--- src/rtl/ir_scan_scheduler_pkg.sv ---
// Shared types and helpers for the IR line-sensor scan scheduler.
package ir_scan_scheduler_pkg;

  typedef enum logic [1:0] {
    ST_IDLE    = 2'd0,
    ST_CHARGE  = 2'd1,
    ST_MEASURE = 2'd2,
    ST_NEXT    = 2'd3
  } scan_state_e;

  localparam int SYNC_STAGES = 2;

  // Bits needed to index n items, never less than one.
  function automatic int clog2_min1(input int n);
    int r;
    r = 0;
    while ((1 << r) < n) r++;
    return (r < 1) ? 1 : r;
  endfunction

endpackage

--- src/rtl/ir_sync2.sv ---
// Per-bit multi-flop synchronizer for the raw sensor inputs.
// A bit whose sensor is being driven is forced high through every stage: the
// driven node reads high, and this keeps a stale low from an earlier channel
// from reaching the measurement before the real discharge can be seen.
module ir_sync2
  import ir_scan_scheduler_pkg::*;
#(
  parameter int W = 1
) (
  input  logic         clk_i,
  input  logic         rst_ni,
  input  logic [W-1:0] preset_i,
  input  logic [W-1:0] d_i,
  output logic [W-1:0] q_o
);

  logic [SYNC_STAGES-1:0][W-1:0] stg_q;
  logic [SYNC_STAGES-1:0][W-1:0] stg_d;

  // Shift chain with the drive preset folded into every stage.
  always_comb begin
    stg_d    = stg_q;
    stg_d[0] = d_i | preset_i;
    for (int s = 1; s < SYNC_STAGES; s++) begin
      stg_d[s] = stg_q[s-1] | preset_i;
    end
  end

  // Synchronizer flops, cleared by the synchronous active-low reset.
  always_ff @(posedge clk_i) begin
    if (!rst_ni) begin
      stg_q <= '0;
    end else begin
      stg_q <= stg_d;
    end
  end

  assign q_o = stg_q[SYNC_STAGES-1];

endmodule

--- src/rtl/ir_scan_scheduler.sv ---
// Time-multiplexes one charge/discharge timer across NUM_SENSORS reflective IR
// sensors. Each channel is charged, released and timed; a full scan is
// collected in shadow registers and published atomically with scan_done.
//
// state   | meaning
// --------+-----------------------------------------------------------
// IDLE    | no scan running, all drives low
// CHARGE  | drive of active channel high for CHARGE_CYCLES cycles
// MEASURE | drive released, count until synced input low or TIMEOUT
// NEXT    | advance channel, or publish results after the last one
module ir_scan_scheduler
  import ir_scan_scheduler_pkg::*;
#(
  parameter int NUM_SENSORS   = 4,
  parameter int CHARGE_CYCLES = 4,
  parameter int TIMEOUT       = 2000,
  parameter int CNT_W         = 18
) (
  input  logic                                   clock,
  input  logic                                   reset,
  input  logic                                   enable,
  input  logic [NUM_SENSORS-1:0]                 sensor_in,
  output logic [NUM_SENSORS-1:0]                 sensor_drive,
  output logic [NUM_SENSORS*CNT_W-1:0]           time_bus,
  output logic [NUM_SENSORS-1:0]                 black,
  output logic                                   scan_done,
  output logic                                   busy,
  output logic [clog2_min1(NUM_SENSORS)-1:0]     active_ch
);

  localparam int CH_W = clog2_min1(NUM_SENSORS);
  localparam logic [CH_W-1:0]  LAST_CH  = CH_W'(NUM_SENSORS - 1);
  localparam logic [CNT_W-1:0] CHG_LAST = CNT_W'(CHARGE_CYCLES - 1);
  localparam logic [CNT_W-1:0] TO_VAL   = CNT_W'(TIMEOUT);

  scan_state_e st_q, st_d;
  logic [CH_W-1:0]  ch_q, ch_d;
  logic [CNT_W-1:0] cnt_q, cnt_d;

  logic [NUM_SENSORS-1:0][CNT_W-1:0] sh_time_q, sh_time_d;
  logic [NUM_SENSORS-1:0]            sh_black_q, sh_black_d;
  logic [NUM_SENSORS-1:0][CNT_W-1:0] pub_time_q, pub_time_d;
  logic [NUM_SENSORS-1:0]            pub_black_q, pub_black_d;
  logic                              done_q, done_d;

  logic [NUM_SENSORS-1:0] drive;
  logic [NUM_SENSORS-1:0] sens_sync;

  ir_sync2 #(
    .W (NUM_SENSORS)
  ) u_sync (
    .clk_i    (clock),
    .rst_ni   (reset),
    .preset_i (drive),
    .d_i      (sensor_in),
    .q_o      (sens_sync)
  );

  // One-hot drive on the active channel while charging, otherwise all low.
  always_comb begin
    drive = '0;
    if (st_q == ST_CHARGE) drive[ch_q] = 1'b1;
  end

  // Next-state logic: sequencing, shared counter, shadow capture, publish.
  always_comb begin
    st_d        = st_q;
    ch_d        = ch_q;
    cnt_d       = cnt_q;
    sh_time_d   = sh_time_q;
    sh_black_d  = sh_black_q;
    pub_time_d  = pub_time_q;
    pub_black_d = pub_black_q;
    done_d      = 1'b0;

    unique case (st_q)
      ST_IDLE: begin
        if (enable) begin
          st_d  = ST_CHARGE;
          ch_d  = '0;
          cnt_d = '0;
        end
      end

      ST_CHARGE: begin
        if (cnt_q == CHG_LAST) begin
          st_d  = ST_MEASURE;
          cnt_d = '0;
        end else begin
          cnt_d = cnt_q + 1'b1;
        end
      end

      ST_MEASURE: begin
        // A low input wins over a timeout landing in the same cycle.
        if (!sens_sync[ch_q]) begin
          sh_time_d[ch_q]  = cnt_q;
          sh_black_d[ch_q] = 1'b0;
          st_d             = ST_NEXT;
        end else if (cnt_q == TO_VAL) begin
          sh_time_d[ch_q]  = TO_VAL;
          sh_black_d[ch_q] = 1'b1;
          st_d             = ST_NEXT;
        end else begin
          cnt_d = cnt_q + 1'b1;
        end
      end

      ST_NEXT: begin
        cnt_d = '0;
        if (ch_q != LAST_CH) begin
          ch_d = ch_q + 1'b1;
          st_d = ST_CHARGE;
        end else begin
          // Whole scan is in the shadow; publish it in one step.
          pub_time_d  = sh_time_q;
          pub_black_d = sh_black_q;
          done_d      = 1'b1;
          ch_d        = '0;
          st_d        = enable ? ST_CHARGE : ST_IDLE;
        end
      end

      default: begin
        st_d = ST_IDLE;
      end
    endcase
  end

  // State, counter, shadow and published result registers.
  always_ff @(posedge clock) begin
    if (!reset) begin
      st_q        <= ST_IDLE;
      ch_q        <= '0;
      cnt_q       <= '0;
      sh_time_q   <= '0;
      sh_black_q  <= '0;
      pub_time_q  <= '0;
      pub_black_q <= '0;
      done_q      <= 1'b0;
    end else begin
      st_q        <= st_d;
      ch_q        <= ch_d;
      cnt_q       <= cnt_d;
      sh_time_q   <= sh_time_d;
      sh_black_q  <= sh_black_d;
      pub_time_q  <= pub_time_d;
      pub_black_q <= pub_black_d;
      done_q      <= done_d;
    end
  end

  assign sensor_drive = drive;
  assign time_bus     = pub_time_q;
  assign black        = pub_black_q;
  assign scan_done    = done_q;
  assign busy         = (st_q != ST_IDLE);
  assign active_ch    = ch_q;

endmodule

--- config.mk ---
export PLATFORM = sky130hd
export DESIGN_NAME = ir_scan_scheduler
export DESIGN_NICKNAME = d
export VERILOG_FILES = /design/src/rtl/ir_scan_scheduler_pkg.sv /design/src/rtl/ir_sync2.sv /design/src/rtl/ir_scan_scheduler.sv
export SDC_FILE = /design/constraint.sdc
export NUM_CORES = 1
export LEC_CHECK = 0
export CAP_MARGIN = 25
export CORE_MARGIN = 2
export CORE_UTILIZATION = 40
export CTS_CLUSTER_DIAMETER = 100
export DETAILED_ROUTE_END_ITERATION = 10
export HOLD_SLACK_MARGIN = 0.08
export PLACE_DENSITY = 0.59
export SLEW_MARGIN = 15
export SYNTH_ARGS = -nofsm -noshare
export SYNTH_HDL_FRONTEND = slang
export SYNTH_SLANG_ARGS = --single-unit
export TNS_END_PERCENT = 20
--- constraint.sdc ---
create_clock -name clock -period 2.38 [get_ports clock]
set_input_delay 0.238 -clock clock [delete_from_list [all_inputs] [get_ports clock]]
set_output_delay 0.238 -clock clock [all_outputs]
set_load 0.01 [all_outputs]
==> impl_metrics.csv <==
group,metric,value,unit
setup_path,endpoint_kind,"output pin",
yosys,synth_nets,872,
clock_network,post_cts_buffers,0,
setup_path,slowest_delay,0.55,ns
yosys,syn_inst,854,
global_route,antenna_found_initial,0,
power,p_leak,3.35,nW
finish,drive_gt1_frac,0.0770,
clock_network,cts-root-buf,"clkbuf_16",
yosys,ys.flop_type,"dfxtp_1",
routing,via_per_inst,4.95,
setup_path,crit_type,"reg2out",
yosys,ys_seq_elements,183,
floorplanning,rows,49,
outcome,status,"complete, no violations",
floorplanning,die_y,139,um
timing,holdWs,0.174,ns
finish,nFillCells,1742,
timing,rsz0062_at_grt,"false",
global_route,grt_pass1_vias,5510,
setup_path,critical_path_buf_inv_count,2,
floorplanning,core-area,18000,sq um
floorplanning,dieArea,19400,sq um
yosys,yosysSeqAreaShare,0.500,
run,drv_cap,0,
setup_path,start_kind,"flip-flop",
timing,relSlewSlack,0.564,
yosys,syn_area,7320,sq um
floorplanning,io_pins,91,
yosys,synth_edf_count,0,
clock_network,path_clk_slew,0.07,ns
global_route,grt.overflow.total,0,
placed_design,place_inst,1145,
routing,dr_total_vias,5829,
placed_design,port_buffers,90,
clock_network,cts_buffers,17,
setup_path,cp.required,2.14,ns
clock_network,cts_tree,"built",
placed_design,dp_hpwl,12.1,mm
yosys,synthDistinctLibCells,41,
global_route,grt_max_degree,93,
routing,drc,0,
timing,min_period,2.21,ns
power,peakVddDrop,0.000519,V
power,power_density,790,nW/um^2
finish,area_growth_syn_to_layout,25.3,%
finish,antenna_cells,0,
routing,first_pass_iters,4,
min_path,hold_path.class,"in2reg",
clock_network,worstSkewPairLatency,0.43,ns
timing,finalHoldViolations,0,
routing,ant_nets,0,
clock_network,clock_path_buffers,2,
setup_path,worstPathCellList,"buf_4 > ha_2 > and2_1 > clkdlybuf4s50_1",
timing,slew_viol_final,0,
clock_network,h-tree-depth,4,
setup_path,cp_slowest_cell,"clkdlybuf4s50_1",
global_route,grt_pass1_wl,29.0,mm
yosys,syn_avg_cell_area,8.58,sq um
timing,fin_skew,0.00701,ns
timing,worst_pin_slew,0.651,ns
timing,setup_viol,0,
clock_network,cts.sinks,183,
setup_path,critPathMaxFanout,8,
finish,fin_cells,1177,
setup_path,crit_arrival,1.98,ns
routing,wirelength,18.1,mm
global_route,grt_usage,0.187,
clock_network,ctsHoldBuffers,0,
placed_design,place.gp.congestion,0.892,
timing,finalCritPeriodShare,0.930,
routing,drt_iter0_drc,415,
yosys,async_reset_ff_frac,0,
timing,max_freq,452,MHz
routing,routedWlPerCell,15.4,um
floorplanning,initial_utilization,0.408,
setup_path,crit_family,"buffers and inverters",
finish,utilization,0.511,
yosys,yosysWarningCount,0,
finish,fin_nets,953,
floorplanning,fp.dieW,139,um
timing,finalSetupTns,0,ns
[flip-flops by register name, summed over array words and instances (netlist names), named ones only]
signal / count
scan_done: 1
cnt_q: 18
black: 4
u_sync.stg_q: 4
u_sync.q_o: 4
st_q: 2
active_ch: 2
time_bus: 72
sh_time_q: 72
[cells in the mapped netlist, types with 7 or more instances]
library cell | instances | area [sq um]
and2_1 | 10 | 62.6
buf_4 | 8 | 60.1
a21boi_0 | 106 | 796
nor2_1 | 27 | 101
nor2b_1 | 10 | 62.6
xnor2_1 | 9 | 78.8
dfxtp_1 | 183 | 3660
inv_1 | 11 | 41.3
clkbuf_1 | 43 | 161
o211a_1 | 24 | 240
o21ai_0 | 7 | 35.0
a21boi_1 | 26 | 195
ha_1 | 11 | 138
nand2_1 | 296 | 1110
o21a_1 | 8 | 60.1
nand3_1 | 10 | 50.1
[cells in the final DEF (no fill, tap or decap), drive strengths merged, types with 3 or more instances in the layout]
cell and count:
nor4 6, inv 14, ha 11, o211a 24, nor3 6, nand2 296, nand3 10, and2 10
nand4 5, a21oi 6, clkdlybuf4s50 89, dfxtp 183, a31oi 6, and3 3, o21a 8, nand2b 4
nor2b 10, clkinv 4, o21ai 9, bufinv 4, a21boi 132, nor2 27, xnor2 9, buf 34
clkbuf 19
[power breakdown]
group          internal [mW]  switching [mW]  total [mW]
Combinational          0.381           0.626        1.01
Clock                   1.83            1.23        3.05
Sequential              3.14          0.0515        3.19
[kinds of logic (layout without fill, tap and decap cells)]
family	Yosys count	in the layout	share of synthesized area
mux	3	3	0.00581
compound gates	194	194	0.202
flops	183	183	0.500
xor+xnor	9	9	0.0108
buf+inv	72	166	0.0466
simple gates	382	382	0.215
fa+ha+maj	11	11	0.0188
[path summary, 6_finish.rpt]
kind	start	endpoint	slack, ns	cells past startpoint
worst min register to register	sh_time_q[30]$_SDFFE_PN0P_	sh_time_q[30]$_SDFFE_PN0P_	0.45	2
worst min-delay path	reset	u_sync.stg_q[1]$_SDFF_PN0_	0.17	2
worst max register to register	cnt_q[3]$_SDFFE_PN0P_	sh_time_q[31]$_SDFFE_PN0P_	0.21	7
worst max-delay path	active_ch[0]$_SDFFE_PN0P_	sensor_drive[3]	0.17	4
[stage by stage]
step                      cell area (sq um)  setup WS (ns)  power, mW
after global placement                 8520          0.243       4.26
after detailed placement               8520          0.208       4.26
after floorplan                        7320          0.329       3.90
after CTS                              9170         0.0461       7.32
after global routing                   9180        0.00718       7.55
final                                  9180          0.166       7.25
[metal layers]
| layer | up-vias | share of wire | global-route usage |
|---|---|---|---|
| met1 | 2713 | 0.48 | 0.252 |
| met3 | 27 | 0.035 | 0.0358 |
| met4 | 0 | 0.020 | 0.0702 |
| met5 | - | 0 | 0 |
| li1 | 2980 | - | - |
| met2 | 109 | 0.46 | 0.300 |
[layout make-up]
cell class	instances	area, sq um	area share
inverter	11	41.3	0.00450
clock inverter	13	191	0.0209
sequential	183	3660	0.399
multi-input combinational	599	3330	0.363
timing repair buffer	123	1210	0.132
tap	229	287	0.0312
clock buffer	19	453	0.0494
[timing repair]
action | CTS | global route
setup endpoints to repair | 0 | 11
hold endpoints to repair | 0 | 0
resized for setup | 0 | 2
(Power assumes the default switching activity.)
